===== src/rtl/seq_detect_param_if.sv =====
// Bus bundle for seq_detect_param: serial data qualifier, pattern load,
// overlap mode select and the detector's status outputs.
// master = the side driving the serial stream, slave = the detector.
interface seq_detect_param_if #(
   parameter int PAT_W = 4,
   parameter int CNT_W = 8
);
   logic             en;
   logic             x;
   logic             pat_load;
   logic [PAT_W-1:0] pattern;
   logic             overlap;
   logic             match;
   logic [CNT_W-1:0] match_cnt;
   logic             armed;

   modport master (
      output en,
      output x,
      output pat_load,
      output pattern,
      output overlap,
      input  match,
      input  match_cnt,
      input  armed
   );

   modport slave (
      input  en,
      input  x,
      input  pat_load,
      input  pattern,
      input  overlap,
      output match,
      output match_cnt,
      output armed
   );
endinterface


===== src/rtl/seq_detect_param.sv =====
// seq_detect_param: parameterised serial sequence detector.
// A PAT_W-bit target pattern is captured on pat_load; the serial bit x is
// consumed on en cycles and shifted into a history register. A match is
// flagged as a registered one-cycle pulse once PAT_W bits have been
// consumed since the last restart and the history equals the pattern.
// overlap=1 keeps the history after a match, overlap=0 restarts filling.
// Optional feature: define SEQ_DETECT_PARAM_CNT_EN to build the saturating
// match counter; without it match_cnt is tied to zero and has no flops.
module seq_detect_param #(
   parameter int PAT_W = 4,
   parameter int CNT_W = 8
) (
   input  logic              clk,
   input  logic              rst,
   seq_detect_param_if.slave bus
);

   // Fill counter must be able to hold the value PAT_W itself.
   localparam int                FILL_W    = $clog2(PAT_W + 1);
   localparam logic [FILL_W-1:0] FILL_FULL = FILL_W'(PAT_W);
   localparam logic [FILL_W-1:0] FILL_ZERO = {FILL_W{1'b0}};
   localparam logic [PAT_W-1:0]  PAT_ZERO  = {PAT_W{1'b0}};

   typedef enum logic [1:0] {
      ST_IDLE  = 2'b00,
      ST_FILL  = 2'b01,
      ST_ARMED = 2'b10
   } state_t;

   state_t            state_r;
   state_t            state_nxt_s;
   logic [PAT_W-1:0]  pat_r;
   logic [PAT_W-1:0]  pat_nxt_s;
   logic [PAT_W-1:0]  hist_r;
   logic [PAT_W-1:0]  hist_nxt_s;
   logic [PAT_W-1:0]  hist_shift_s;
   logic [FILL_W-1:0] fill_r;
   logic [FILL_W-1:0] fill_nxt_s;
   logic [FILL_W-1:0] fill_inc_s;
   logic              full_s;
   logic              hit_s;
   logic              match_r;
   logic              match_nxt_s;
   logic              armed_r;

   // New bit enters at bit 0; the oldest bit ends up at PAT_W-1, which lines
   // up with the pattern convention (first bit received is the MSB).
   function automatic logic [PAT_W-1:0] shift_in(input logic [PAT_W-1:0] h,
                                                 input logic             b);
      return {h[PAT_W-2:0], b};
   endfunction

   // Fill count saturates at PAT_W so overlapping mode can stay full forever.
   function automatic logic [FILL_W-1:0] fill_sat_inc(input logic [FILL_W-1:0] f);
      logic [FILL_W-1:0] r;
      if (f >= FILL_FULL) begin
         r = FILL_FULL;
      end else begin
         r = f + FILL_W'(1);
      end
      return r;
   endfunction

   // Candidate history/fill if the current bit were consumed, and match test.
   always_comb begin
      hist_shift_s = shift_in(hist_r, bus.x);
      fill_inc_s   = fill_sat_inc(fill_r);
      full_s       = (fill_inc_s == FILL_FULL);
      hit_s        = full_s && (hist_shift_s == pat_r);
   end

   // Next-state and next-output logic; pat_load outranks any consumed bit.
   always_comb begin
      state_nxt_s = state_r;
      pat_nxt_s   = pat_r;
      hist_nxt_s  = hist_r;
      fill_nxt_s  = fill_r;
      match_nxt_s = 1'b0;

      if (bus.pat_load) begin
         // Restart with the new pattern; any bit offered this cycle is dropped.
         state_nxt_s = ST_FILL;
         pat_nxt_s   = bus.pattern;
         hist_nxt_s  = PAT_ZERO;
         fill_nxt_s  = FILL_ZERO;
      end else begin
         case (state_r)
            ST_IDLE: begin
               // No pattern yet: serial input is ignored.
               state_nxt_s = ST_IDLE;
            end
            ST_FILL, ST_ARMED: begin
               if (bus.en) begin
                  hist_nxt_s = hist_shift_s;
                  if (hit_s) begin
                     match_nxt_s = 1'b1;
                     if (bus.overlap) begin
                        // Keep the window full so a suffix can start the next hit.
                        fill_nxt_s  = fill_inc_s;
                        state_nxt_s = ST_ARMED;
                     end else begin
                        // Demand PAT_W fresh bits before the next hit.
                        fill_nxt_s  = FILL_ZERO;
                        state_nxt_s = ST_FILL;
                     end
                  end else begin
                     fill_nxt_s = fill_inc_s;
                     if (full_s) begin
                        state_nxt_s = ST_ARMED;
                     end else begin
                        state_nxt_s = ST_FILL;
                     end
                  end
               end else begin
                  // Idle bus cycle: everything holds, no pulse.
                  state_nxt_s = state_r;
               end
            end
            default: begin
               // Unreachable encoding: fall back to the safe unloaded state.
               state_nxt_s = ST_IDLE;
               pat_nxt_s   = PAT_ZERO;
               hist_nxt_s  = PAT_ZERO;
               fill_nxt_s  = FILL_ZERO;
            end
         endcase
      end
   end

   // State, history and registered outputs; rst overrides everything.
   always_ff @(posedge clk) begin
      if (rst) begin
         state_r <= ST_IDLE;
         pat_r   <= PAT_ZERO;
         hist_r  <= PAT_ZERO;
         fill_r  <= FILL_ZERO;
         match_r <= 1'b0;
         armed_r <= 1'b0;
      end else begin
         state_r <= state_nxt_s;
         pat_r   <= pat_nxt_s;
         hist_r  <= hist_nxt_s;
         fill_r  <= fill_nxt_s;
         match_r <= match_nxt_s;
         armed_r <= (state_nxt_s == ST_ARMED);
      end
   end

   assign bus.match = match_r;
   assign bus.armed = armed_r;

`ifdef SEQ_DETECT_PARAM_CNT_EN
   localparam logic [CNT_W-1:0] CNT_MAX  = {CNT_W{1'b1}};
   localparam logic [CNT_W-1:0] CNT_ZERO = {CNT_W{1'b0}};

   logic [CNT_W-1:0] cnt_r;

   // Saturating match counter, cleared by reset or a new pattern load.
   always_ff @(posedge clk) begin
      if (rst) begin
         cnt_r <= CNT_ZERO;
      end else if (bus.pat_load) begin
         cnt_r <= CNT_ZERO;
      end else if (match_nxt_s && (cnt_r != CNT_MAX)) begin
         cnt_r <= cnt_r + CNT_W'(1);
      end else begin
         cnt_r <= cnt_r;
      end
   end

   assign bus.match_cnt = cnt_r;
`else
   assign bus.match_cnt = {CNT_W{1'b0}};
`endif

endmodule

===== src/flat_wrapper.sv =====
// flat-port wrapper written by rule: the top's interface ports become plain ports
module seq_detect_param_flat 
#(
   parameter int PAT_W = 4,
   parameter int CNT_W = 8
)
  (clk, rst, bus_en, bus_x, bus_pat_load, bus_pattern, bus_overlap, bus_match, bus_match_cnt, bus_armed);
  seq_detect_param_if #(.PAT_W(PAT_W), .CNT_W(CNT_W)) bus_i ();
  input  logic clk;
  input  logic rst;
  input wire logic [$bits(bus_i.en)-1:0] bus_en;
  input wire logic [$bits(bus_i.x)-1:0] bus_x;
  input wire logic [$bits(bus_i.pat_load)-1:0] bus_pat_load;
  input wire logic [$bits(bus_i.pattern)-1:0] bus_pattern;
  input wire logic [$bits(bus_i.overlap)-1:0] bus_overlap;
  output wire logic [$bits(bus_i.match)-1:0] bus_match;
  output wire logic [$bits(bus_i.match_cnt)-1:0] bus_match_cnt;
  output wire logic [$bits(bus_i.armed)-1:0] bus_armed;
  assign bus_i.en = bus_en;
  assign bus_i.x = bus_x;
  assign bus_i.pat_load = bus_pat_load;
  assign bus_i.pattern = bus_pattern;
  assign bus_i.overlap = bus_overlap;
  assign bus_match = bus_i.match;
  assign bus_match_cnt = bus_i.match_cnt;
  assign bus_armed = bus_i.armed;
  seq_detect_param #(.PAT_W(PAT_W), .CNT_W(CNT_W)) u_core (.clk(clk), .rst(rst), .bus(bus_i));
endmodule

===== config.mk =====
export PLATFORM = sky130hd
export DESIGN_NAME = seq_detect_param_flat
export DESIGN_NICKNAME = d
export VERILOG_FILES = /design/src/rtl/seq_detect_param_if.sv /design/src/rtl/seq_detect_param.sv /design/src/flat_wrapper.sv
export SDC_FILE = /design/constraint.sdc
export NUM_CORES = 1
export LEC_CHECK = 0
export BUFFER_PORTS_ARGS = -buffer_cell sky130_fd_sc_hd__buf_2
export CORE_UTILIZATION = 35
export DETAILED_ROUTE_END_ITERATION = 10
export GPL_TIMING_DRIVEN = 0
export HOLD_SLACK_MARGIN = 0.15
export PLACE_DENSITY_LB_ADDON = 0.2
export SETUP_SLACK_MARGIN = 0.3
export SLEW_MARGIN = 20
export SYNTH_ARGS = -nofsm -noshare
export SYNTH_HDL_FRONTEND = slang
export SYNTH_SLANG_ARGS = --single-unit

===== constraint.sdc =====
create_clock -name clk -period 2.23 [get_ports clk]
set_clock_uncertainty 0.1 [all_clocks]
set_input_delay 0.446 -clock clk [delete_from_list [all_inputs] [get_ports clk]]
set_output_delay 0.446 -clock clk [all_outputs]
set_load 0.1 [all_outputs]

==> reports/metrics.yaml, run 1 <==
routed_wl_um: 1270
nFillCells: 220
numCtsBuffers: 3
reg2reg_to: "u_core.state_r[0]"
critPathBufInv: 1
globalplace.congestion: 0.803
startpoint: "u_core.bus.match"
core_area_sq_mm: 0.00196
clock_latency_ns: 0.28
ant_nets: 0
ioPinCount: 20
p_leak_uw: 0.000367
netlist.area_leader.share_pct: 38.4
yosysSeqAreaShare_pct: 38.4
r2r_setup_slack_ns: 0.69
hold_viol_final: 0
fin_crit_ns: 1.55
overflow: 0
firstDrtPassIters: 4
grt_pass1_wl_um: 1970
arrival_ns: 1.00
numClockSinks: 14
vias: 599
ys_top_cells_by_area: "dfxtp_1, buf_4, ha_1"
setup-violations-final: 0
diodes: 0
numPortBuffers: 11
grt_max_degree: 11
hp-class: "primary input to flop"
rsz0062_at_grt: "false"
track_usage_pct: 12.9
synth.ff_latch_count: 14
postCtsSetupBuffers: 0
drv_slew: 0
synth_cell_types: 23
cts_tree: "done"
outcome: "finished clean"
synth_edf_count: 0
first_global_vias: 487
synth_ff_type: "dfxtp_1"
drive_gt1_share_pct: 23.4
seq_area_sq_um: 280
dieArea_sq_mm: 0.00227
crit_slowest_cell: "buf_2"
crit_cells: 1
drtIter0Drc: 12
irDropWorstVdd_mv: 0.342
cp.required_ns: 1.68
cellPowerDensity_mw_per_mm2: 600
netlist_area_sq_um: 729
die_w_um: 47.7
dp_hpwl_um: 972
antenna_found_initial: 0
cp_max_fo: 1
synth_common_cells: "dfxtp_1, nor2_1, buf_4, a21oi_1, inv_1"
rows: 16
ys_warn_count: 0
yosysMostFrequentCell: "dfxtp_1"
critPathKind: "flop to output port"
drc: 0
fin_setup_tns_ns: 0
htree_num_levels: 1
critical_path.top_delay_family: "buffers and inverters"
hold_buffers: 0
cp-end-kind: "output port"
cts_buffer_depth: 2
cp-start-kind: "flop"
cp_cell_sequence: "buf_2"
ctsResizeCount: 0
timing.rr.start: "u_core.fill_r[0]"
fin_crit_sh_pct: 69.5
avgSynthCellArea_sq_um: 8.48
crit_end: "bus_match"
cts-root-buf: "clkbuf_4"
final_util_pct: 44.2
synth_area_leader_cell: "dfxtp_1"
drv_cap: 0
multi_input_area_sq_um: 384
start_util_pct: 37.2
synthesis.instances: 86
syn_to_final_growth_pct: 18.9
async_flop_share_pct: 0
fmax_mhz: 645
vias_per_cell: 4.47
die_y_um: 47.7
post_drt_wl_per_cell_um: 9.48
worstRegToRegCells: 6
fin_nets: 123
cp_slowest_stage_delay_ns: 0.41
clkTransAtPathRegs_ns: 0.08
## kinds of logic (layout without fill, tap and decap cells)
logic type	after synthesis	count (layout)	synth area share (%)
compound gates	18	18	15.8
other cells	1	8	0.514
xor+xnor	4	4	4.80
flops	14	14	38.4
fa+ha+maj	4	4	6.86
buf+inv	16	30	12.5
simple gates	29	29	21.1
## cells in the final DEF, fill, tap and decap left out, types with 4 or more instances in the layout
cell,netlist,layout
a21oi_1,7,7
a22oi_1,4,4
buf_2,1,12
buf_4,8,8
conb_1,1,8
dfxtp_1,14,14
ha_1,4,4
inv_1,7,7
nand2_1,5,5
nor2_1,12,12
nor3b_1,5,5
xnor2_1,4,4
## where the power goes
group	total, uW	internal (uW)	switching (uW)
Combinational	118	30.8	86.9
Clock	144	62.8	80.8
Sequential	259	255	3.34
Total	520	349	171
## worst min path at each step
| stage | start | depth (start not counted) | endpoint |
|---|---|---|---|
| finish | bus_pattern[0] | 3 | u_core.pat_r[0] |
| global route | bus_pattern[0] | 3 | u_core.pat_r[0] |
| CTS | bus_pattern[3] | 3 | u_core.pat_r[3] |
| detailed placement | u_core.state_r[1] | 2 | u_core.state_r[1] |
| global placement | u_core.state_r[1] | 2 | u_core.state_r[1] |
| floorplan | u_core.state_r[1] | 2 | u_core.state_r[1] |
## registers in the layout (all words and copies together) (netlist names)
signal and flops:
u_core.bus.armed 1, u_core.bus.match 1, u_core.fill_r 3, u_core.hist_r 3, u_core.pat_r 4, u_core.state_r 2
## worst register-to-register path: stages, from the launching register on
cell and delay (ns):
dfxtp_1 0.39, inv_1 0.06, ha_1 0.30, nand3b_1 0.15
nand2_1 0.11, nand2_1 0.09, o31a_1 0.23
## metrics by stage
| step | instances | setup WS [ns] | hold WS, ns | power, uW | cell area, sq um |
|---|---|---|---|---|---|
| after CTS | 134 | 0.662 | 0.277 | 532 | 867 |
| after global placement | 131 | 0.703 | 0.381 | 382 | 845 |
| after detailed placement | 131 | 0.685 | 0.389 | 382 | 845 |
| after global routing | 134 | 0.602 | 0.280 | 549 | 867 |
| final | 134 | 0.680 | 0.293 | 520 | 867 |
| after floorplan | 93 | 0.775 | 0.361 | 365 | 756 |
## area by class of cell
cell class,instances,share of cell area [%]
Multi-Input combinational cell,63,44.3
Sequential cell,14,32.3
Buffer,9,7.50
Timing Repair Buffer,11,6.35
Tap cell,27,3.90
Inverter,7,3.03
Clock buffer,3,2.60
## layer usage
| metal | GRT usage [%] | share of wire, % | up-vias |
|---|---|---|---|
| met4 | 6.67 | 1.8 | 0 |
| li1 | - | - | 320 |
| met5 | 0 | 0 | - |
| met2 | 20.8 | 47 | 18 |
| met1 | 14.3 | 44 | 258 |
| met3 | 6.04 | 7.5 | 3 |
No activity file was read; power rests on OpenSTA's default activity.
==> run 2: changes to the inputs <==
==> constraint.sdc (replaced) <==
create_clock -name clk -period 1.24 [get_ports clk]
set_clock_uncertainty 0.1 [all_clocks]
set_input_delay 0.248 -clock clk [delete_from_list [all_inputs] [get_ports clk]]
set_output_delay 0.248 -clock clk [all_outputs]
set_load 0.1 [all_outputs]
==> run 2 against run 1 <==
The run now ends with negative setup slack left. Register-to-register slack worse by 0.79 ns. Sequential share of layout area shrank 4.2 points. Via count up 5.3%. Worst setup slack got worse by 0.78 ns. Sequential cell count unchanged. First-iteration DRC count is 75% lower. Final area is 21% higher. Largest power group unchanged.
==> reports/metrics.yaml, run 2 (synthesized netlist as in run 1, its figures left out) <==
r2r_setup_slack_ns: -0.10
track_usage_pct: 15.0
reg2reg_to: "u_core.state_r[0]"
diodes: 0
numCtsBuffers: 3
antenna_found_initial: 0
drive_gt1_share_pct: 49.1
outcome: "finished with violations"
top_regs: "u_core.pat_r x4, u_core.fill_r x3, u_core.hist_r x3"
p_leak_uw: 0.000427
ant_nets: 0
clkTransAtPathRegs_ns: 0.09
firstDrtPassIters: 3
overflow: 0
globalplace.congestion: 0.801
nFillCells: 203
arrival_ns: 1.42
cp_max_fo: 3
vias: 631
fin_nets: 129
fin_crit_ns: 1.34
cp.required_ns: 1.32
grt_pass1_wl_um: 2260
hp-class: "primary input to flop"
worstRegToRegCells: 6
drv_cap: 0
cp-start-kind: "flop"
drtIter0Drc: 3
startpoint: "u_core.fill_r[0]"
htree_num_levels: 1
dp_hpwl_um: 1010
drv_slew: 0
routed_wl_um: 1420
die_y_um: 47.7
hold_viol_final: 0
cts_buffer_depth: 2
finalWorstSetupSlack_ns: -0.104
drc: 0
rows: 16
dp_slack_ns: -0.219
largest_reg_flops: 4
dieArea_sq_mm: 0.00227
crit_end: "u_core.state_r[0]"
multi_input_area_sq_um: 467
ioPinCount: 20
grt_max_degree: 11
fmax_mhz: 744
fin_setup_tns_ns: -0.635
seq_area_sq_um: 294
clock_latency_ns: 0.28
core_area_sq_mm: 0.00196
cts_tree: "done"
cp-end-kind: "flop"
critPathKind: "flop to flop"
top_register: "u_core.pat_r"
rsz0062_at_grt: "true"
fin_crit_sh_pct: 108
power.total_uw: 978
post_drt_wl_per_cell_um: 10.1
violations: "negative setup slack"
setup-violations-final: 10
vias_per_cell: 4.48
first_global_vias: 576
timing.rr.start: "u_core.fill_r[0]"
layout_common_cells: "buf_4, nor2_1, buf_2, conb_1"
cts-root-buf: "clkbuf_4"
final_common_cell: "buf_4"
irDropWorstVdd_mv: 0.555
numClockSinks: 14
cellPowerDensity_mw_per_mm2: 935
die_w_um: 47.7
numPortBuffers: 11
start_util_pct: 37.2
syn_to_final_growth_pct: 43.4
==> run 2: timing repair <==
action | 4_1_cts | 5_1_grt
endpoints found under the hold margin | 6 | 4
endpoints found under the setup margin | 16 | 16
setup buffers | 4 | 2
pin swaps | 4 | 8
gates resized for setup | 17 | 8
==> run 2: cell type report <==
class                      count  area share (%)
buffer                         9            6.22
clock buffer                   4            2.51
inverter                       7            2.51
multi-input combinational     63            44.6
sequential                    14            28.1
tap                           27            3.23
timing repair buffer          17            12.8
==> run 2: stage by stage <==
stage,hold WS (ns),area (sq um),instances,utilization (%)
CTS,0.0876,1010,139,51.6
floorplan,0.220,792,93,-
global route,0.0904,1050,141,53.3
global placement,0.368,881,131,44.9
finish,0.0955,1050,141,53.3
detailed placement,0.378,881,131,44.9
==> run 2: worst min-delay path by stage <==
stage / startpoint / to / depth (start not counted)
6_report: bus_pattern[1] / u_core.pat_r[1] / 3
5_1_grt: bus_pattern[1] / u_core.pat_r[1] / 3
4_1_cts: bus_pattern[1] / u_core.pat_r[1] / 3
3_5_place_dp: u_core.state_r[1] / u_core.state_r[1] / 2
3_3_place_gp: u_core.state_r[1] / u_core.state_r[1] / 2
2_1_floorplan: rst / u_core.pat_r[0] / 1
==> run 2: layer usage <==
layer  track usage (%)  vias to the layer above  share of wire (%)
li1                  -                      332                  -
met1              16.1                      285                 46
met2              26.3                       12                 50
met3              4.53                        2                2.8
met4              8.33                        0               0.85
met5                 0                        -                  0
==> run 2: worst max-delay path: stages, from the launching register on <==
cell and delay (ns):
dfxtp_2 0.34, inv_2 0.04, ha_4 0.22, nand3b_1 0.16
nand2_2 0.09, nand2_2 0.07, o31a_1 0.23
==> run 2: power breakdown <==
group / total (uW) / internal, uW / switching (uW)
Clock: 274 / 125 / 149
Sequential: 461 / 455 / 6.20
Combinational: 243 / 73.8 / 169
Total: 978 / 654 / 324
==> run 3: changes to the inputs <==
--- a/config.mk
+++ b/config.mk
@@ -6,7 +6,7 @@
 export NUM_CORES = 1
 export LEC_CHECK = 0
 export BUFFER_PORTS_ARGS = -buffer_cell sky130_fd_sc_hd__buf_2
-export CORE_UTILIZATION = 35
+export CORE_UTILIZATION = 44
 export DETAILED_ROUTE_END_ITERATION = 10
 export GPL_TIMING_DRIVEN = 0
 export HOLD_SLACK_MARGIN = 0.15
==> run 3 against run 2 <==
The run still ends with negative setup slack left. Sequential share of layout area up 0.067 points. Largest cell class unchanged. Worst setup slack got worse by 0.048 ns. Critical endpoint is now u_core.fill_r[0]. Fmax shrank 3.4%.
==> reports/metrics.yaml, run 3 (synthesized netlist as in run 1, its figures left out) <==
cp-start-kind: "flop"
pwr-share-comb_pct: 25.4
min_to: "u_core.pat_r[3]"
timing.rr.start: "u_core.state_r[1]"
p_seq_share_pct: 47.4
reg2reg_to: "u_core.fill_r[0]"
top_register: "u_core.pat_r"
cts-root-buf: "clkbuf_4"
cellPowerDensity_mw_per_mm2: 934
htree_num_levels: 1
p_leak_uw: 0.000428
cp_slowest_stage_delay_ns: 0.38
final_util_pct: 68.5
vias: 634
swShare_pct: 32.7
ant_nets: 0
critical_path.top_delay_family: "compound AO/OA/AOI/OAI gates"
drv_slew: 0
outcome: "finished with violations"
grt_max_degree: 11
core_area_sq_mm: 0.00152
fin_setup_tns_ns: -1.03
ioPinCount: 20
fin_nets: 130
worstRegToRegCells: 5
antenna_found_initial: 0
setup-violations-final: 10
violations: "negative setup slack"
p_int_uw: 655
syn_to_final_growth_pct: 43.1
track_usage_pct: 17.7
irDropWorstVdd_mv: 0.713
grt_use_met1_pct: 21.3
die_w_um: 42.7
power.total_uw: 974
largest_reg_flops: 4
dp_slack_ns: -0.211
cp_cell_sequence: "inv_2 -> ha_4 -> a21o_4 -> a22oi_1 -> nor2_1"
routed_wl_um: 1510
drive_gt1_share_pct: 49.6
clock_latency_ns: 0.28
fin_crit_sh_pct: 112
cts_tree: "done"
dp_hpwl_um: 1020
rows: 14
final_common_cell: "buf_4"
layout_common_cells: "buf_4, nor2_1, buf_2, conb_1"
first_global_vias: 605
post_drt_wl_per_cell_um: 11.5
overflow: 0
die_y_um: 42.7
hold_viol_final: 0
grt-busiest-layer: "met2"
start_util_pct: 47.9
diodes: 0
whs_path_depth: 3
grt.met3_usage_pct: 3.83
crit_slowest_cell: "dfxtp_2"
clkPwrFrac_pct: 27.3
dieArea_sq_mm: 0.00182
top_regs: "u_core.pat_r x4, u_core.fill_r x3, u_core.hist_r x3"
numPortBuffers: 11
cts_buffer_depth: 2
clkTransAtPathRegs_ns: 0.09
cp_max_fo: 6
vias_per_cell: 4.84
power_switching_uw: 319
r2r_setup_slack_ns: -0.15
numCtsBuffers: 3
critPathBufInv: 1
hp-class: "primary input to flop"
cp-end-kind: "flop"
globalplace.congestion: 0.780
cp.required_ns: 1.30
finalWorstSetupSlack_ns: -0.152
fin_crit_ns: 1.39
grt_pass1_wl_um: 2430
drc: 0
min_from: "bus_pattern[3]"
drv_cap: 0
fmax_mhz: 719
rsz0062_at_grt: "true"
critPathKind: "flop to flop"
numClockSinks: 14
firstDrtPassIters: 4
drtIter0Drc: 11
grtUsageMet2_pct: 29.1
arrival_ns: 1.45
==> run 3: cell types whose count changed in the layout (fill, tap and decap cells not counted) <==
cell,change
a22oi_1,+1
ha_4,+1
buf_6,-1
buf_4,+2
a22oi_2,-1
ha_1,-1
==> run 3: how the worst max path moves through the flow <==
stage / from / to / depth (start not counted)
detailed placement: u_core.fill_r[0] / u_core.state_r[0] / 6
floorplan: u_core.fill_r[0] / u_core.state_r[0] / 6
finish: u_core.state_r[1] / u_core.fill_r[0] / 5
global placement: u_core.fill_r[0] / u_core.state_r[0] / 6
CTS: u_core.state_r[0] / u_core.fill_r[0] / 5
global route: u_core.state_r[1] / u_core.state_r[0] / 6
==> run 3: area by class of cell <==
| type | instances | area (sq um) |
|---|---|---|
| Buffer | 9 | 65.1 |
| Inverter | 7 | 26.3 |
| Fill cell | 132 | 480 |
| Clock buffer | 4 | 26.3 |
| Tap cell | 16 | 20.0 |
| Multi-Input combinational cell | 63 | 474 |
| Sequential cell | 14 | 294 |
| Timing Repair Buffer | 18 | 138 |
==> run 3: metal layers <==
layer / vias to the layer above / routed length [um]
met5: - / 0
met4: 0 / 9
met3: 2 / 42
met2: 15 / 779
met1: 286 / 681
li1: 331 / -
==> run 3: power by group through the flow <==
| stage | Sequential, uW | Clock (uW) | Combinational, uW |
|---|---|---|---|
| 2_1_floorplan | 471 | 0 | 187 |
| 5_1_grt | 463 | 295 | 260 |
| 3_5_place_dp | 472 | 0 | 219 |
| 4_1_cts | 461 | 280 | 227 |
| 3_3_place_gp | 472 | 0 | 217 |
| 6_report | 462 | 266 | 247 |
==> run 3: what timing repair did <==
action,4_1_cts,5_1_grt
endpoints found under the hold margin,5,3
pin swaps,6,9
setup buffers,4,3
setup endpoints to repair,16,16
resized for setup,15,10
==> run 3: per-stage QoR <==
step / cells / hold WS (ns) / cell area (sq um)
after floorplan: 93 / 0.220 / 792
after global placement: 120 / 0.367 / 867
after detailed placement: 120 / 0.378 / 867
after CTS: 128 / 0.109 / 980
after global routing: 131 / 0.118 / 1040
final: 131 / 0.119 / 1040
==> run 3: tightest hold or removal path, stage by stage <==
cell and delay (ns):
buf_2 0.08, a21oi_1 0.05, nor2_1 0.07
